===== config.mk =====
export PLATFORM = sky130hd
export DESIGN_NAME = ternary_serial_multiplier
export DESIGN_NICKNAME = d
export VERILOG_FILES = /design/src/rtl/ternary_serial_multiplier.sv
export SDC_FILE = /design/constraint.sdc
export NUM_CORES = 1
export LEC_CHECK = 0
export ABC_AREA = 1
export BUFFER_PORTS_ARGS = -buffer_cell sky130_fd_sc_hd__buf_2
export CAP_MARGIN = 0
export CORE_UTILIZATION = 47
export CTS_CLUSTER_DIAMETER = 30
export DETAILED_ROUTE_END_ITERATION = 6
export PLACE_DENSITY = 0.61
export SLEW_MARGIN = 20
export SYNTH_ARGS = -nofsm -noshare
export SYNTH_HDL_FRONTEND = slang
export SYNTH_SLANG_ARGS = --single-unit

===== constraint.sdc =====
create_clock -name clk -period 22.9 [get_ports clk]
set_input_delay 3.435 -clock clk [delete_from_list [all_inputs] [get_ports clk]]
set_output_delay 3.435 -clock clk [all_outputs]
set_load 0.05 [all_outputs]

===== src/rtl/ternary_serial_multiplier.sv =====
// ternary_serial_multiplier
//   Sequential N-trit x N-trit unsigned ternary multiplier. Each MUL cycle
//   forms one partial-product row (latched a times one trit of b). It adds
//   that row into a 2N-trit accumulator at the row's trit offset.
//   Trit code: 00=0, 01=1, 10=2, 11=illegal.
// Ports:
//   clk   : clock, rising edge
//   rst   : synchronous active-high reset
//   start : request a multiply (sampled in IDLE only)
//   a, b  : N-trit operands, trit 0 in bits [1:0]
//   p     : 2N-trit product, updated when DONE is entered
//   busy  : high during MUL and DONE
//   done  : one-cycle pulse, p valid
//   err   : sticky flag, illegal trit seen on a start request
module ternary_serial_multiplier #(
  parameter int N = 4
) (
  input  logic           clk,
  input  logic           rst,
  input  logic           start,
  input  logic [2*N-1:0] a,
  input  logic [2*N-1:0] b,
  output logic [4*N-1:0] p,
  output logic           busy,
  output logic           done,
  output logic           err
);

  localparam int JW = $clog2(N) + 1;

  typedef enum logic [1:0] {
    IDLE = 2'd0,
    MUL  = 2'd1,
    DONE = 2'd2
  } state_t;

  state_t           state_r;
  state_t           next_state_s;
  logic             busy_r;
  logic             done_r;
  logic             busy_s;
  logic             done_s;
  logic             err_r;
  logic [2*N-1:0]   a_r;
  logic [2*N-1:0]   b_r;
  logic [4*N-1:0]   acc_r;
  logic [4*N-1:0]   p_r;
  logic [JW-1:0]    j_r;

  logic             ops_legal_s;
  logic             last_row_s;
  logic [2*N+1:0]   row_s;
  logic [3:0]       row_mp_s;
  logic [3:0]       row_ad_s;
  logic [1:0]       row_mc_s;
  logic [1:0]       row_rc_s;
  logic [4*N-1:0]   row_ext_s;
  logic [4*N-1:0]   acc_sum_s;
  logic [3:0]       acc_t_s;
  logic [1:0]       acc_c_s;
  logic             acc_cout_s;

  // One ternary digit add: returns {carry, sum}, sum = (x+y+c) mod 3.
  function automatic logic [3:0] trit_add(input logic [1:0] x,
                                          input logic [1:0] y,
                                          input logic [1:0] c);
    logic [2:0] s;
    logic [3:0] r;
    s = {1'b0, x} + {1'b0, y} + {1'b0, c};
    case (s)
      3'd0:    r = {2'd0, 2'd0};
      3'd1:    r = {2'd0, 2'd1};
      3'd2:    r = {2'd0, 2'd2};
      3'd3:    r = {2'd1, 2'd0};
      3'd4:    r = {2'd1, 2'd1};
      3'd5:    r = {2'd1, 2'd2};
      3'd6:    r = {2'd2, 2'd0};
      default: r = {2'd0, 2'd0};
    endcase
    return r;
  endfunction

  // Single-trit multiplier: returns {carry, product}.
  function automatic logic [3:0] trit_mul(input logic [1:0] x,
                                          input logic [1:0] y);
    logic [3:0] m;
    logic [3:0] r;
    m = {2'b00, x} * {2'b00, y};
    case (m)
      4'd0:    r = {2'd0, 2'd0};
      4'd1:    r = {2'd0, 2'd1};
      4'd2:    r = {2'd0, 2'd2};
      4'd4:    r = {2'd1, 2'd1};
      default: r = {2'd0, 2'd0};
    endcase
    return r;
  endfunction

  // True when no trit of v carries the illegal code 11.
  function automatic logic trits_legal(input logic [2*N-1:0] v);
    logic ok;
    ok = 1'b1;
    for (int i = 0; i < N; i++) begin
      ok = ok & (v[2*i +: 2] != 2'b11);
    end
    return ok;
  endfunction

  assign ops_legal_s = trits_legal(a) & trits_legal(b);
  assign last_row_s  = (j_r == JW'(N - 1));

  // Partial-product row: latched a times the current b trit (b_r[1:0]).
  // The multiplier carries and the ripple carries are folded into N+1 trits.
  always_comb begin
    row_s    = {(2*N+2){1'b0}};
    row_mp_s = 4'd0;
    row_ad_s = 4'd0;
    row_mc_s = 2'd0;
    row_rc_s = 2'd0;
    for (int i = 0; i < N; i++) begin
      row_mp_s            = trit_mul(a_r[2*i +: 2], b_r[1:0]);
      row_ad_s            = trit_add(row_mp_s[1:0], row_mc_s, row_rc_s);
      row_s[2*i +: 2]     = row_ad_s[1:0];
      row_rc_s            = row_ad_s[3:2];
      row_mc_s            = row_mp_s[3:2];
    end
    row_ad_s          = trit_add(2'd0, row_mc_s, row_rc_s);
    row_s[2*N +: 2]   = row_ad_s[1:0];
  end

  // Accumulate the row, shifted up by j trits, with a ternary ripple adder.
  always_comb begin
    row_ext_s  = {{(2*N-2){1'b0}}, row_s} << {j_r, 1'b0};
    acc_sum_s  = {(4*N){1'b0}};
    acc_t_s    = 4'd0;
    acc_c_s    = 2'd0;
    for (int k = 0; k < 2*N; k++) begin
      acc_t_s               = trit_add(acc_r[2*k +: 2], row_ext_s[2*k +: 2], acc_c_s);
      acc_sum_s[2*k +: 2]   = acc_t_s[1:0];
      acc_c_s               = acc_t_s[3:2];
    end
    // Always zero because the product fits in 2N trits.
    acc_cout_s = (acc_c_s != 2'd0);
  end

  // FSM state register with registered busy/done flags.
  always_ff @(posedge clk) begin
    if (rst) begin
      state_r <= IDLE;
      busy_r  <= 1'b0;
      done_r  <= 1'b0;
    end else begin
      state_r <= next_state_s;
      busy_r  <= busy_s;
      done_r  <= done_s;
    end
  end

  // FSM next-state logic.
  always_comb begin
    next_state_s = state_r;
    case (state_r)
      IDLE: begin
        if (start && ops_legal_s) begin
          next_state_s = MUL;
        end else begin
          next_state_s = IDLE;
        end
      end
      MUL: begin
        if (last_row_s) begin
          next_state_s = DONE;
        end else begin
          next_state_s = MUL;
        end
      end
      DONE:    next_state_s = IDLE;
      default: next_state_s = IDLE;
    endcase
  end

  // FSM outputs, decoded from the next state so the flops line up with it.
  always_comb begin
    busy_s = (next_state_s != IDLE);
    done_s = (next_state_s == DONE);
  end

  // Datapath: operand latch, accumulator, row index, result and error flag.
  always_ff @(posedge clk) begin
    if (rst) begin
      a_r   <= {(2*N){1'b0}};
      b_r   <= {(2*N){1'b0}};
      acc_r <= {(4*N){1'b0}};
      p_r   <= {(4*N){1'b0}};
      j_r   <= {JW{1'b0}};
      err_r <= 1'b0;
    end else begin
      case (state_r)
        IDLE: begin
          if (start && ops_legal_s) begin
            a_r   <= a;
            b_r   <= b;
            acc_r <= {(4*N){1'b0}};
            j_r   <= {JW{1'b0}};
            err_r <= 1'b0;
          end else if (start) begin
            err_r <= 1'b1;
          end else begin
            err_r <= err_r;
          end
        end
        MUL: begin
          acc_r <= acc_sum_s;
          // Shift b so the trit for the next row is always in b_r[1:0].
          b_r   <= {2'b00, b_r[2*N-1:2]};
          j_r   <= j_r + JW'(1);
          if (last_row_s) begin
            p_r <= acc_sum_s;
          end else begin
            p_r <= p_r;
          end
        end
        DONE: begin
          j_r <= {JW{1'b0}};
        end
        default: begin
          j_r <= {JW{1'b0}};
        end
      endcase
    end
  end

  assign p    = p_r;
  assign busy = busy_r;
  assign done = done_r;
  assign err  = err_r;

endmodule


==> summary.txt <==
Clocking
  – Worst-path clk slew: 0.10 ns
  – Cts bufs inserted: 5
  – Post-CTS sizing: 0
  – Clk root buf: clkbuf_8
  – CTS max path bufs: 2
  – Clock Latency Late Sink: 0.31 ns
  – Post-cts hold buffer count: 0
  – TritonCTS clock tree: yes
  – Sink Count: 56
  – # Post-CTS Setup Buffers: 0
  – Depth of the CTS H-tree: 2

GRT
  – Vias in the first global route: 3549
  – Initial antenna violation count: 0
  – First-pass GRT wire length: 15700 um
  – Largest net degree at the start of global routing: 30
  – Gr usage total: 21.8%
  – Total grt overflow: 0

Place
  – HPWL after detailed placement: 7270 um
  – Pre-CTS setup slack: 11.90 ns
  – GPL Wtd Cong: 0.834
  – PortBufs: 37

Die
  – Die Y: 95.8 um
  – Die area: 9190 um2
  – Core footprint: 8380 um2
  – Die Span X: 95.8 um
  – # rows: 33
  – IO Pins: 38
  – Initial core utilization: 49.4%

Synthesis
  – Synth Instances: 613
  – Post-synthesis sequential area ratio: 27.1%
  – Syn Area/Cell: 6.75 um2
  – Synth Warn #: 0
  – Top-count cell post-synth: nand2_1
  – Mapped Area: 4140 um2
  – Post-synth EDFFs: 0
  – Area leader, netlist: dfxtp_1
  – Synth Net Count: 673
  – Async SR Flop Fraction: 0%
  – Share of the synthesized area in the top cell type: 27.1%
  – Synth area leaders: dfxtp_1, nand2_1, fa_1
  – Synth cell types: 39
  – Main flop type after synthesis: dfxtp_1
  – Top cells by count, synth: nand2_1, inv_1, nand3_1
  – Yosys reg bits: 56

Routing
  – DR vias: 3748
  – Antenna viol nets, final: 0
  – DR DRC count: 0
  – DR WL/cell: 12.2 um
  – DRT Pass-1 Iters: 4
  – Initial DRC count: 133
  – Routed Wire Length: 9020 um
  – Vias per Instance: 5.06

Critical path
  – Req. time, crit path: 23.14 ns
  – CP delay by family, top: adder cells
  – Worst EP arrival: 11.27 ns
  – Worst Path Class, Setup: reg2reg
  – Max incr delay on CP: 0.55 ns
  – Critical Path Sink Type: flip-flop
  – CP max stage cell: dfxtp_1
  – CP max FO: 10
  – Crit path buffers/inverters: 10
  – Crit path launch type: flip-flop
  – Top cell by count, worst path: inv_1

Pwr
  – Switching Share: 26.0%
  – P_int: 0.000139 W
  – Leak: 2.18 nW
  – Gate power share: 11.5%
  – Clock power share: 34.4%
  – Total design power: 0.000188 W
  – Sw Pwr: 0.0000488 W
  – Sequential share of power: 54.1%
  – VDD IR-drop max: 0.0244 mV
  – Pwr dens: 42.2 nW/um2

STA
  – TNS Setup: 0 ns
  – Max-slew violations: 0
  – Fin Hold WS: 0.467 ns
  – Fmax: 90.7 MHz
  – Slew headroom: 50.3%
  – Final setup violating endpoints: 0
  – RSZ-0062 raised after global routing: false
  – Least-Margin Pin Slew: 0.745 ns
  – Worst-case clock skew: 0.00753 ns
  – Final hold vios: 0
  – Final setup margin: 11.88 ns
  – Min Clock Period, post-route: 11.02 ns
  – Final Cycle Share: 48.1%

Final layout
  – Nets@finish: 694
  – Share of cells above drive strength 1: 10.1%
  – Antenna Cells: 0
  – Area growth from synthesis to layout: 7.41%
  – Filler cells: 875

Run status
  – Status: finished clean

Min path
  – Min-delay worst type: reg2reg

Flow run
  – Max_cap viols: 0
[cell usage in the layout, fill, tap and decap left out, drive strengths merged, types with 2 or more instances in the layout]
master	n
fa	19
ha	22
nand3	59
buf	37
inv	86
nor2	49
dfxtp	56
o21bai	6
a21oi	53
o21ai	44
o21a	5
nand2	164
nor3	4
clkinv	2
clkbuf	5
or2	8
xnor2	2
a211oi	2
nand4	3
[power groups by stage]
stage | Combinational (W) | Sequential, W | Clock (W)
2_1_floorplan | 0.0000166 | 0.000103 | 0
3_3_place_gp | 0.0000213 | 0.000104 | 0
3_5_place_dp | 0.0000216 | 0.000104 | 0
4_1_cts | 0.0000217 | 0.000102 | 0.0000668
5_1_grt | 0.0000248 | 0.000102 | 0.0000698
6_report | 0.0000215 | 0.000102 | 0.0000645
[worst min-delay path, cell delays in order, from the launching register on]
cell,delay (ns)
dfxtp_1,0.32
nand2_1,0.06
a21oi_1,0.05
[kinds of logic (layout without fill, tap and decap cells)]
kind of cell	count (synthesis)	in the layout	synth area share [%]
and+or+nand+nor	288	288	30.5
AOI/OAI and AO/OA	114	114	15.0
buffers and inverters	110	132	10.9
DFF	56	56	27.1
adders and majority gates	41	41	15.8
xor gates and xnor gates	3	3	0.635
other	1	1	0.0906
[registers in the layout, summed over array words and instances (netlist names)]
register,cells
acc_r,16
p,16
a_r,8
b_r,8
j_r,3
state_r,2
busy,1
done,1
err,1
[path summary, 6_finish.rpt]
path / slack (ns) / from / cells past startpoint / end
worst max-delay path: 11.88 / b_r[0]$_SDFFE_PP0P_ / 59 / acc_r[14]$_SDFFE_PP0P_
worst min-delay path: 0.47 / acc_r[6]$_SDFFE_PP0P_ / 2 / acc_r[6]$_SDFFE_PP0P_
worst max register to register: 11.88 / b_r[0]$_SDFFE_PP0P_ / 59 / acc_r[14]$_SDFFE_PP0P_
worst min register to register: 0.47 / acc_r[6]$_SDFFE_PP0P_ / 2 / acc_r[6]$_SDFFE_PP0P_
[final cells by class]
| cell class | instances | area (um2) | share of cell area (%) |
|---|---|---|---|
| Multi-Input combinational cell | 447 | 2570 | 57.8 |
| Sequential cell | 56 | 1120 | 25.2 |
| Inverter | 87 | 329 | 7.40 |
| Timing Repair Buffer | 37 | 185 | 4.17 |
| Tap cell | 105 | 131 | 2.96 |
| Clock buffer | 5 | 68.8 | 1.55 |
| Clock inverter | 3 | 42.5 | 0.957 |
[through the flow]
step | cell area [um2] | std cells | util (%)
finish | 4450 | 740 | 53.0
floorplan | 4140 | 613 | -
global placement | 4330 | 732 | 51.7
CTS | 4450 | 740 | 53.0
global route | 4450 | 740 | 53.0
detailed placement | 4330 | 732 | 51.7
[layer usage]
layer / global-route usage (%) / up-vias / part of all wire, %
met5: 0 / - / 0
met4: 4.48 / 0 / 0.82
met3: 2.61 / 5 / 2.2
met2: 37.4 / 39 / 46
met1: 29.4 / 1711 / 51
li1: - / 1993 / -
No activity file was read; power rests on OpenSTA's default activity.
